$ cat src/rtl/bsn_pkg.sv
// rtl/bsn_pkg.sv - shared types, constants and seed helper for the stochastic bitstream network
// Contents:
//   VALUE_W   - width of every operand, weight and integrated count
//   LFSR_TAPS - feedback mask for x^8+x^6+x^5+x^4+1 (Fibonacci, shift-left form)
//   state_t   - controller states
//   seed_of   - per-generator seed, never zero

package bsn_pkg;

    localparam int VALUE_W = 8;
    localparam logic [7:0] LFSR_TAPS = 8'hB8;

    typedef enum logic [1:0] {
        IDLE = 2'd0,
        LOAD = 2'd1,
        RUN  = 2'd2,
        DONE = 2'd3
    } state_t;

    // Map base+idx into 1..255 so no generator ever starts in the LFSR lock-up state.
    function automatic logic [7:0] seed_of(input logic [7:0] base, input int idx);
        int s;
        s = ((int'(base) + idx) % 255) + 1;
        return 8'(s);
    endfunction

endpackage

$ cat src/rtl/bsn_generator.sv
// rtl/bsn_generator.sv - one stochastic bitstream source: reseedable LFSR plus comparator
// Ports:
//   clk, rst - clock, asynchronous active-high reset
//   load     - reload the LFSR with SEED_VAL
//   step     - advance the LFSR one state
//   value    - probability operand, x represents x/255
//   stream   - current stream bit, high when lfsr <= value

module bsn_generator
    import bsn_pkg::*;
#(
    parameter logic [7:0] SEED_VAL = 8'h01
) (
    input  logic               clk,
    input  logic               rst,
    input  logic               load,
    input  logic               step,
    input  logic [VALUE_W-1:0] value,
    output logic               stream
);

    logic [7:0] lfsr;

    always_ff @(posedge clk or posedge rst) begin
        if (rst) begin
            lfsr <= SEED_VAL;
        end else if (load) begin
            lfsr <= SEED_VAL;
        end else if (step) begin
            lfsr <= {lfsr[6:0], ^(lfsr & LFSR_TAPS)};
        end
    end

    // The LFSR visits 1..255, so value 0 never fires and value 255 always fires.
    assign stream = (lfsr <= value);

endmodule

$ cat src/rtl/bsn_network.sv
// rtl/bsn_network.sv - parametrised stochastic bitstream network with writable weights and run handshake
// Ports:
//   clk, rst                                   - clock, asynchronous active-high reset
//   wr_en, wr_layer, wr_neuron, wr_input,
//   wr_data                                    - weight write port, honoured in IDLE only
//   in_valid, in_ready, in_data                - operand vector handshake, 8 bits per channel
//   out_valid, out_ready, out_data             - integrated result handshake, 8 bits per output
//   busy                                       - high while loading or running

module bsn_network
    import bsn_pkg::*;
#(
    parameter int         INPUT_SIZE  = 2,
    parameter int         HIDDEN_SIZE = 2,
    parameter int         OUTPUT_SIZE = 1,
    parameter int         STREAM_LEN  = 255,
    parameter logic [7:0] SEED        = 8'h6A
) (
    input  logic                             clk,
    input  logic                             rst,
    input  logic                             wr_en,
    input  logic                             wr_layer,
    input  logic [3:0]                       wr_neuron,
    input  logic [3:0]                       wr_input,
    input  logic [VALUE_W-1:0]               wr_data,
    input  logic                             in_valid,
    output logic                             in_ready,
    input  logic [VALUE_W*INPUT_SIZE-1:0]    in_data,
    output logic                             out_valid,
    input  logic                             out_ready,
    output logic [VALUE_W*OUTPUT_SIZE-1:0]   out_data,
    output logic                             busy
);

    localparam int NW1  = HIDDEN_SIZE * INPUT_SIZE;
    localparam int NW2  = OUTPUT_SIZE * HIDDEN_SIZE;
    localparam int G_W1 = INPUT_SIZE;
    localparam int G_W2 = INPUT_SIZE + NW1;

    state_t state, state_nxt;

    logic [VALUE_W*INPUT_SIZE-1:0] in_lat;
    logic [VALUE_W-1:0]            w1 [NW1];
    logic [VALUE_W-1:0]            w2 [NW2];
    logic [VALUE_W-1:0]            integ [OUTPUT_SIZE];
    logic [3:0]                    sel1;
    logic [3:0]                    sel2;
    logic [7:0]                    cyc_cnt;

    logic [INPUT_SIZE-1:0]  in_bits;
    logic [NW1-1:0]         w1_bits;
    logic [NW2-1:0]         w2_bits;
    logic [HIDDEN_SIZE-1:0] hid;
    logic [OUTPUT_SIZE-1:0] obit;

    logic gen_load;
    logic gen_step;
    logic last_cycle;

    assign gen_load   = (state == LOAD);
    assign gen_step   = (state == RUN);
    assign last_cycle = (state == RUN) && (cyc_cnt == 8'(STREAM_LEN - 1));

    // Generator index order: inputs, then layer-1 weights, then layer-2 weights (neuron-major).
    genvar g;
    for (g = 0; g < INPUT_SIZE; g++) begin : g_in
        bsn_generator #(.SEED_VAL(seed_of(SEED, g))) u_gen (
            .clk    (clk),
            .rst    (rst),
            .load   (gen_load),
            .step   (gen_step),
            .value  (in_lat[VALUE_W*g +: VALUE_W]),
            .stream (in_bits[g])
        );
    end

    for (g = 0; g < NW1; g++) begin : g_w1
        bsn_generator #(.SEED_VAL(seed_of(SEED, G_W1 + g))) u_gen (
            .clk    (clk),
            .rst    (rst),
            .load   (gen_load),
            .step   (gen_step),
            .value  (w1[g]),
            .stream (w1_bits[g])
        );
    end

    for (g = 0; g < NW2; g++) begin : g_w2
        bsn_generator #(.SEED_VAL(seed_of(SEED, G_W2 + g))) u_gen (
            .clk    (clk),
            .rst    (rst),
            .load   (gen_load),
            .step   (gen_step),
            .value  (w2[g]),
            .stream (w2_bits[g])
        );
    end

    // Neurons: AND each input stream with its weight stream, then pick one product per
    // cycle with the layer's shared round-robin select. Averaged over the window this is
    // the (1/N)-scaled dot product.
    always_comb begin
        hid = '0;
        for (int n = 0; n < HIDDEN_SIZE; n++) begin
            for (int k = 0; k < INPUT_SIZE; k++) begin
                if (sel1 == 4'(k)) begin
                    hid[n] = in_bits[k] & w1_bits[n*INPUT_SIZE + k];
                end
            end
        end
        obit = '0;
        for (int m = 0; m < OUTPUT_SIZE; m++) begin
            for (int j = 0; j < HIDDEN_SIZE; j++) begin
                if (sel2 == 4'(j)) begin
                    obit[m] = hid[j] & w2_bits[m*HIDDEN_SIZE + j];
                end
            end
        end
    end

    always_ff @(posedge clk or posedge rst) begin
        if (rst) begin
            state <= IDLE;
        end else begin
            state <= state_nxt;
        end
    end

    always_comb begin
        state_nxt = state;
        case (state)
            IDLE: if (in_valid) state_nxt = LOAD;
            LOAD: state_nxt = RUN;
            RUN:  if (last_cycle) state_nxt = DONE;
            DONE: if (out_ready) state_nxt = IDLE;
            default: state_nxt = IDLE;
        endcase
    end

    always_comb begin
        in_ready  = (state == IDLE) && !rst;
        busy      = (state == LOAD) || (state == RUN);
        out_valid = (state == DONE);
    end

    // Weight storage; indices outside the configured sizes simply match no entry.
    always_ff @(posedge clk or posedge rst) begin
        if (rst) begin
            for (int i = 0; i < NW1; i++) w1[i] <= '0;
            for (int i = 0; i < NW2; i++) w2[i] <= '0;
        end else if (state == IDLE && wr_en) begin
            for (int n = 0; n < HIDDEN_SIZE; n++) begin
                for (int k = 0; k < INPUT_SIZE; k++) begin
                    if (!wr_layer && wr_neuron == 4'(n) && wr_input == 4'(k)) begin
                        w1[n*INPUT_SIZE + k] <= wr_data;
                    end
                end
            end
            for (int m = 0; m < OUTPUT_SIZE; m++) begin
                for (int j = 0; j < HIDDEN_SIZE; j++) begin
                    if (wr_layer && wr_neuron == 4'(m) && wr_input == 4'(j)) begin
                        w2[m*HIDDEN_SIZE + j] <= wr_data;
                    end
                end
            end
        end
    end

    always_ff @(posedge clk or posedge rst) begin
        if (rst) begin
            in_lat   <= '0;
            sel1     <= '0;
            sel2     <= '0;
            cyc_cnt  <= '0;
            out_data <= '0;
            for (int m = 0; m < OUTPUT_SIZE; m++) integ[m] <= '0;
        end else begin
            case (state)
                IDLE: begin
                    if (in_valid) in_lat <= in_data;
                end
                LOAD: begin
                    sel1    <= '0;
                    sel2    <= '0;
                    cyc_cnt <= '0;
                    for (int m = 0; m < OUTPUT_SIZE; m++) integ[m] <= '0;
                end
                RUN: begin
                    sel1    <= (sel1 == 4'(INPUT_SIZE - 1))  ? 4'd0 : sel1 + 4'd1;
                    sel2    <= (sel2 == 4'(HIDDEN_SIZE - 1)) ? 4'd0 : sel2 + 4'd1;
                    cyc_cnt <= cyc_cnt + 8'd1;
                    for (int m = 0; m < OUTPUT_SIZE; m++) begin
                        integ[m] <= integ[m] + 8'(obit[m]);
                        // The final bit is folded in directly so the result lands with DONE.
                        if (last_cycle) begin
                            out_data[VALUE_W*m +: VALUE_W] <= integ[m] + 8'(obit[m]);
                        end
                    end
                end
                default: ;
            endcase
        end
    end

endmodule

$ cat config.mk
export PLATFORM = sky130hd
export DESIGN_NAME = bsn_network
export DESIGN_NICKNAME = d
export VERILOG_FILES = /design/src/rtl/bsn_pkg.sv /design/src/rtl/bsn_generator.sv /design/src/rtl/bsn_network.sv
export SDC_FILE = /design/constraint.sdc
export NUM_CORES = 1
export LEC_CHECK = 0
export BUFFER_PORTS_ARGS = -buffer_cell sky130_fd_sc_hd__buf_2
export CORE_ASPECT_RATIO = 1.4
export CORE_UTILIZATION = 66
export CTS_CLUSTER_SIZE = 20
export DETAILED_ROUTE_END_ITERATION = 8
export PLACE_DENSITY = 0.85
export RECOVER_POWER = 50
export SETUP_SLACK_MARGIN = 0.4
export SYNTH_ARGS = -nofsm -noshare
export SYNTH_HDL_FRONTEND = slang
export SYNTH_SLANG_ARGS = --single-unit
$ cat constraint.sdc
create_clock -name clk -period 6.7 [get_ports clk]
set_clock_uncertainty 0.2 [all_clocks]
set_input_delay 0 -clock clk [delete_from_list [all_inputs] [get_ports clk]]
set_output_delay 0 -clock clk [all_outputs]
set_load 0.03 [all_outputs]
======== After elaboration in Yosys (flattened, before gate mapping) ========
Cells that the tools add are included.
cells by class
  add/sub/neg operators ................... 4
  magnitude comparators ................... 8
  eq/ne operators ......................... 11
  mux-type cells .......................... 32
  bitwise logic cells ..................... 6
  reductions and logical operators ........ 38
operator list
  cell                 count
  $mux 8               16
  $le 8x8->1           8
  $reduce_xor 8->1     8
  $pmux 8 s2           2
  $eq 4x1->1 const B   4
  $logic_not 4->1      4
  $pmux 4 s2           2
  $reduce_and 2->1     8
  $logic_and 1x1->1    12
  $add 4x1->4 const B  2
  $add 8x1->8          1
  $add 8x1->8 const B  1
  $eq 8x8->1 const B   1
  $mux 4               2
  $pmux 2 s4           1
  $and 1x1->1          6
  $mux 1               6
  $mux 2               3
  $eq 2x2->1 const B   2
  $ne 2x2->1 const B   2
  $reduce_and 3->1     1
  $eq 2x1->1 const B   1
  $logic_not 1->1      2
  $logic_not 2->1      1
  other kinds (3)      3
word-level totals
  bits in registers ....................... 162
  bits of input ports ..................... 38
  output and inout port bits .............. 11

======== Depth between registers and ports, before layout ========
Gate-level depths: netlist (run 1).
  depth after elaboration ................. 9
  gate-level depth with buffers ........... 16

======== Hierarchy ========
From an unflattened synthesis (run 1), not the netlist that was laid out.
second synthesis, totals
  cell total of the unflattened synthesis .. 788
  area, all modules ....................... 8682.1 um^2
by module, submodules not included
  module                             instances  cells an instance  area each (um^2)  sequential area each (um^2)
  bsn_network                        1          332                4255.3            2452.4
  bsn_generator (g_in[0].u_gen ...)  2          57                 544.3             206.4
  bsn_generator (g_w2[1].u_gen)      1          57                 566.8             205.2
  bsn_generator (g_in[1].u_gen)      1          57                 561.8             205.2
  bsn_generator (g_w1[1].u_gen)      1          57                 561.8             206.4
  bsn_generator (g_w1[3].u_gen)      1          57                 559.3             203.9
  bsn_generator (g_w1[2].u_gen)      1          57                 545.5             207.7
  bsn_generator (g_w2[0].u_gen)      1          57                 543.0             205.2

======== Worst setup path after synthesis (run 1) ========
Ideal clock, no wire load.
  path type ............................... register to register
  from .................................... reg g_w1[3].u_gen.lfsr[5]
  to ...................................... reg integ[7] (netlist name)
  library setup time ...................... 82 ps
  arrival time ............................ 3226 ps
  setup slack ............................. 3192 ps
  cell stages (with the launch flop) ...... 15
  buffers on the path ..................... 0
  period minus slack after synthesis ...... 3508 ps
  cells stage by stage .................... dfstp_2 -> ha_1 -> a21oi_1 -> o21ai_0 -> o211ai_1 -> nand2_1 -> or4_1 -> a2111oi_2 -> ha_1 -> and3_1 -> nand3_1 -> or2_2 -> nor3b_1 -> a21oi_1 -> o22ai_1
between the ends
  word-level cells in the longest chain between the ends .. 7
ends and longest elaborated chain
  element                         RTL line             RTL
  start: declaration              bsn_generator.sv:22  logic [7:0] lfsr;
  start signal: assignment        bsn_generator.sv:30  lfsr <= {lfsr[6:0], ^(lfsr & LFSR_TAPS)};
  $le 8x8->1                      bsn_generator.sv:35  assign stream = (lfsr <= value);
  $and 1x1->1                     bsn_network.sv:107   hid[n] = in_bits[k] & w1_bits[n*INPUT_SIZE + k];
  $mux 1                          bsn_network.sv:106   if (sel1 == 4'(k)) begin
  $and 1x1->1                     bsn_network.sv:115   obit[m] = hid[j] & w2_bits[m*HIDDEN_SIZE + j];
  $mux 1                          bsn_network.sv:114   if (sel2 == 4'(j)) begin
  $add 8x1->8                     bsn_network.sv:193   integ[m] <= integ[m] + 8'(obit[m]);
  $pmux 8 s2                      bsn_network.sv:178   case (state)
  end signal: indexed assignment  bsn_network.sv:193
  end: declaration                bsn_network.sv:45    logic [VALUE_W-1:0] integ [OUTPUT_SIZE];
No other way between the ends.
A chain may end at the register's enable or synchronous reset.

======== Worst setup path after layout (run 1) ========
  from .................................... reg state[1]
  to ...................................... reg g_w1[0].u_gen.lfsr[0]
between the ends
  word-level cells in the longest chain between the ends .. 2
ends and longest elaborated chain
  element                                             RTL line                              RTL
  start: declaration                                  bsn_network.sv:40                     state_t state, state_nxt;
  start signal: assignment                            bsn_network.sv:125                    state <= state_nxt;
  $eq 2x1->1 / $eq 2x2->1 (equally long branches)     bsn_network.sv:60, bsn_network.sv:61
  $mux 8 / $reduce_bool 2->1 (equally long branches)  -
  end signal: assignment                              bsn_generator.sv:30
  end: declaration                                    bsn_generator.sv:22
Several ways; a longest one is shown, not always the timed one.

==> results of run 1 <==
cell families after synthesis:
logic type / after synthesis / share of synthesized area, %
compound gates: 171 / 11.8
xor+xnor: 32 / 3.28
fa+ha+maj: 73 / 10.7
buf+inv: 140 / 6.18
flops: 162 / 48.0
mux: 60 / 7.91
simple gates: 222 / 12.2
cell usage after synthesis, types with 4 or more instances:
library cell,n,area share [%]
inv_1,107,4.7
nand3_1,18,1.1
mux2_2,60,7.9
clkbuf_1,26,1.1
o21ai_0,42,2.5
o31ai_1,7,0.61
o22ai_1,30,2.2
ha_1,73,11
nor2_1,79,3.5
dfrtp_1,126,37
buf_1,4,0.18
nand2_1,75,3.3
a21oi_1,62,3.6
nand4_1,17,1.2
o211ai_1,8,0.70
xor2_1,11,1.1
xnor2_1,21,2.2
dfstp_2,36,11
nor2b_1,9,0.66
a211oi_1,5,0.44
cell type report:
class / count / area [um^2]
sequential: 162 / 4100
multi-input combinational: 558 / 3920
fill: 725 / 2570
timing repair buffer: 95 / 687
clock buffer: 23 / 468
inverter: 108 / 407
tap: 150 / 188
clock inverter: 9 / 155
worst max-delay path: cells and delay by family, from the launching register on:
| family | cells | cell delay (ns) |
|---|---|---|
| AOI/OAI and AO/OA | 1 | 0.19 |
| adders and majority gates | 1 | 1.95 |
| and+or+nand+nor | 1 | 0.85 |
| buffers and inverters | 2 | 0.89 |
| DFF | 1 | 0.39 |
metal layers:
layer  up-vias  wire length [um]  GRT usage (%)
li1       3098                 -              -
met1      3239              7710           35.1
met2       202             10100           55.0
met3        76               809           6.49
met4         0               996           19.1
met5         -                 0              0
stage by stage:
stage	cell area (um^2)	hold slack, ns	setup slack [ns]
6_report	9920	0.0778	2.05
5_1_grt	9920	0.0887	1.35
4_1_cts	9950	0.0447	2.61
3_5_place_dp	8890	0.0293	2.88
3_3_place_gp	8890	0.0251	2.95
2_1_floorplan	8550	-0.0927	2.18
worst max-delay path by stage:
| stage | end | cells after the start | startpoint |
|---|---|---|---|
| 6_report | g_w1[0].u_gen.lfsr[0] | 5 | state[1] |
| 5_1_grt | w1[10] | 4 | rst |
| 4_1_cts | w2[13] | 10 | state[0] |
| 3_5_place_dp | integ[7] | 14 | g_w1[3].u_gen.lfsr[5] |
| 3_3_place_gp | integ[7] | 14 | g_w2[1].u_gen.lfsr[5] |
| 2_1_floorplan | cyc_cnt[0] | 1 | rst |
registers in the layout, summed over array words and instances, names as in the netlist:
signal           count
g_w2.u_gen.lfsr     16
sel1                 4
in_lat              16
g_in.u_gen.lfsr     16
w2                  16
sel2                 4
w1                  32
cyc_cnt              8
out_data             8
state                2
g_w1.u_gen.lfsr     32
integ                8
power by group through the flow:
stage / Clock [mW] / Sequential [mW] / Combinational [mW]
6_report: 1.03 / 0.980 / 0.0538
3_3_place_gp: 0 / 0.996 / 0.0394
5_1_grt: 1.09 / 0.979 / 0.0591
2_1_floorplan: 0 / 0.997 / 0.0157
4_1_cts: 1.04 / 0.979 / 0.0544
3_5_place_dp: 0 / 0.996 / 0.0402
placed cells by master, fill, tap and decap left out, drive strengths merged, types with 39 or more instances in the layout:
cell type / instances
nand2: 75
mux2: 60
nor2: 80
o21ai: 42
a21oi: 62
buf: 39
ha: 73
dfrtp: 126
inv: 107
dlygate4sd3: 44
==> reports/results.txt, run 1 <==
Layout cells sized above 1 - 18.4%
Min-delay src - wr_neuron[2]
Overall routing resource usage - 31.3%
Seq/Total Area, Yosys - 48.0%
Max-Cap Viols - 3
DRT Wirelength - 19.6 mm
PortBufs - 48
Core ar. - 12500 um^2
Ys Warns - 0
Die ar. - 13400 um^2
CTS tree - built
Final Critical Period - 4.65 ns
Reg2reg end - g_w1[0].u_gen.lfsr[0]
Failing checks - DRC, capacitance limit, slew limit
Final cell count without fillers - 1105
# Post-CTS Setup Buffers - 0
Post-CTS Resized - 0
Synth unique cells - 50
Chip Height - 137 um
Sw Share - 20.5%
Reg-to-Reg Start - state[1]
DPL Wire Length - 11.5 mm
Setup crit end kind - flop
Setup TNS - 0 ns
Antenna Nets Post-Route - 0
Initial antenna violation count - 0
Worst hold path class - input pin to flop
# setup viols final - 0
Layout overhead on the synthesized area - 16.1%
Switch Pwr - 423 uW
Clock Sink Count - 162
Via count - 6615
Vias per cell - 5.99
Worst hold stages - 5
Initial drt markers - 386
DRC - 2
Syn avg cell area - 9.94 um^2
Reg power frac - 47.4%
Total power - 2.07 mW
Worst-Skew Late Latency - 0.42 ns
Post-synth EDFFs - 0
R2R Setup Slk - 2.05 ns
Achievable Freq - 0.215 GHz
# nets final - 1053
Post-Syn Instances - 860
Finished Core Util - 79.4%
Vias in the first global route - 6811
Combinational power share - 2.6%
R2R cell count - 5
Post-Syn Area - 8550 um^2
Starting Density - 68.4%
Critical Path RT - 6.80 ns
Syn nets - 971
Final RePlAce weighted congestion - 0.873
Largest net degree at the start of global routing - 93
Slowest cell on crit path - ha_1
Hold buffer count at CTS - 44
Critical path class - flop to flop
Clock H-tree levels - 4
Status - finished with violations
Fin. Hold Viols - 0
WHS Endpoint - w2[11]
RSZ-0062 raised after global routing - false
Final period util - 69.3%
Total global routing overflow - 0
Rel. slew slack - -165%
First-pass GRT wire length - 32.5 mm
Synth Register Bits - 162
Placed insts - 1029
I/O pins - 49
Crit-path max FO - 81
Leak pwr - 4.60 nW
DRT Pass-1 Iters - 9
CTS Buf Count - 17
Crit-path cells - inv_1, ha_1, buf_4, nor2b_1, a21oi_1
Clock slew at reported path FFs - 0.07 ns
Pwr Density - 208 nW/um^2
Antenna Cells - 0
Critical path arrival - 4.75 ns
Main flop type after synthesis - dfrtp_1
Root Driver - clkbuf_16
Die width - 98.2 um
Setup crit start kind - flop
Async SR Flop Fraction - 100%
Worst vdd ir - 0.168 mV
Worst-Margin Slew - 3.96 ns
Maximum clock insertion buffer count - 2
Cell Int Power - 1.65 mW
Site Rows - 48
Clock share of power - 50.0%
Slew Limit Fails - 247
CP max stage delay - 1.95 ns
DR WL/cell - 17.8 um
No activity file was read; power rests on OpenSTA's default activity.
==> run 2, diff against run 1 <==
CORE_UTILIZATION = 61   (was 66)
PLACE_DENSITY = 0.8   (was 0.85)
clock period = 4.4 ns   (was 6.7 ns; I/O delays follow)
==> reports/results.txt, run 2 (same netlist as run 1, synthesis figures left out) <==
Via count - 6484
Total global routing overflow - 0
Max-Cap Viols - 2
PortBufs - 48
Maximum clock insertion buffer count - 2
Site Rows - 50
R2R Setup Slk - 0.63 ns
DRC - 0
Achievable Freq - 0.266 GHz
Slew Limit Fails - 164
Initial drt markers - 289
Hold WS - 0.0513 ns
Layout overhead on the synthesized area - 18.0%
Starting Density - 63.2%
Critical path arrival - 3.94 ns
Final cell count without fillers - 1144
Setup TNS - 0 ns
Combinational power share - 2.6%
Leak pwr - 4.64 nW
CP Capture Point - w2[9]
Worst hold path class - input pin to flop
Layout cells sized above 1 - 19.2%
CTS Buf Count - 17
Clock slew at reported path FFs - 0.06 ns
Vias in the first global route - 6648
Pwr Density - 312 nW/um^2
DRT Wirelength - 18.8 mm
Reg power frac - 47.4%
RSZ-0062 raised after global routing - false
R2R cell count - 9
Setup crit end kind - flop
Largest net degree at the start of global routing - 114
Fin. Hold Viols - 0
I/O pins - 49
# Post-CTS Setup Buffers - 0
Failing checks - capacitance limit, slew limit
Design area - 10100 um^2
Initial antenna violation count - 0
Worst-Skew Late Latency - 0.43 ns
Clock Sink Count - 162
Die width - 102 um
Worst-Margin Slew - 2.78 ns
Reg2reg end - w2[9]
DPL Wire Length - 11.6 mm
Root Driver - clkbuf_16
Sw Share - 19.9%
Status - finished with violations
DR WL/cell - 16.4 um
CTS tree - built
Placed insts - 1063
Critical Path Start - state[0]
Switch Pwr - 627 uW
Final RePlAce weighted congestion - 0.807
Final Critical Period - 3.77 ns
Clock H-tree levels - 4
Final period util - 85.6%
Antenna Cells - 0
First-pass GRT wire length - 31.2 mm
Die ar. - 14500 um^2
Clock share of power - 49.9%
Core ar. - 13500 um^2
Post-Place Cell Area - 8970 um^2
Reg-to-Reg Start - state[0]
# setup viols final - 0
Crit-path max FO - 15
Most frequent cells in the layout - dfrtp_1, inv_1, nor2_1
Critical Path RT - 4.58 ns
DRT Pass-1 Iters - 5
Commonest non-fill, non-tap cell in the layout - dfrtp_1
Antenna Nets Post-Route - 0
Total power - 3.15 mW
Worst vdd ir - 0.316 mV
# nets final - 1060
Rel. slew slack - -85.1%
Chip Height - 142 um
Critical path class - flop to flop
Cell Int Power - 2.52 mW
Overall routing resource usage - 28.3%
Largest regs - g_w1.u_gen.lfsr x32, w1 x32
Vias per cell - 5.67
Setup crit start kind - flop
run 2: changes by cell type in the layout (fill, tap and decap cells not counted), moves of 2 or more:
cell,before,now
clkinv_4,2,0
clkbuf_1,15,13
ha_1,73,71
dlygate4sd3_1,44,49
buf_2,37,42
run 2: what timing repair did:
item                       CTS  global route
hold endpoints to repair   225             0
hold buffers                49             0
gates resized for setup      0             6
setup endpoints to repair    0             3
run 2: how the worst min path moves through the flow:
| stage | start | end | slack [ns] | depth (start not counted) |
|---|---|---|---|---|
| floorplan | rst | in_ready | -0.09 | 1 |
| global placement | in_data[7] | in_lat[7] | 0.03 | 2 |
| detailed placement | in_data[7] | in_lat[7] | 0.04 | 2 |
| CTS | wr_neuron[3] | w2[4] | 0.04 | 5 |
| global route | wr_neuron[3] | w2[6] | 0.10 | 5 |
| finish | wr_neuron[3] | w2[4] | 0.05 | 5 |
run 2: routing by layer:
layer	track usage (%)	wire, um	vias up	share of wire, %
li1	-	-	3115	-
met4	15.6	861	0	4.6
met5	0	0	-	0
met3	5.50	678	68	3.6
met2	48.7	9660	151	51
met1	32.7	7620	3150	41
run 2: cell type report:
type                    instances  area, um^2
inverters                     108         409
multi-input cells             558        3960
well taps                     182         228
flip-flops and latches        162        4100
clock inverters                 6         130
clock buffers                  26         489
fillers                       930        3430
repair buffers                102         767
run 2: critical path: stages, from the launching register on:
cell and delay [ns]:
dfrtp_1 0.40, inv_1 0.17, ha_4 0.17, nand2_1 0.07, or4_4 0.47, nor3_2 0.73, nand2_1 0.14, dlygate4sd3_1 0.62
o21ai_0 0.15, dlygate4sd3_1 0.60
run 2: metrics by stage:
stage	utilization, %	setup WS (ns)
after CTS	74.6	0.490
after detailed placement	66.4	0.579
after floorplan	-	0.892
final	74.6	0.634
after global placement	66.4	0.654
after global routing	74.6	0.453
run 2: power groups by stage:
| stage | clock network (mW) | logic [mW] | registers (mW) |
|---|---|---|---|
| 3_5_place_dp | 0 | 0.0628 | 1.52 |
| 4_1_cts | 1.58 | 0.0853 | 1.49 |
| 5_1_grt | 1.65 | 0.0925 | 1.49 |
| 6_report | 1.57 | 0.0831 | 1.49 |
| 3_3_place_gp | 0 | 0.0625 | 1.52 |
| 2_1_floorplan | 0 | 0.0241 | 1.52 |
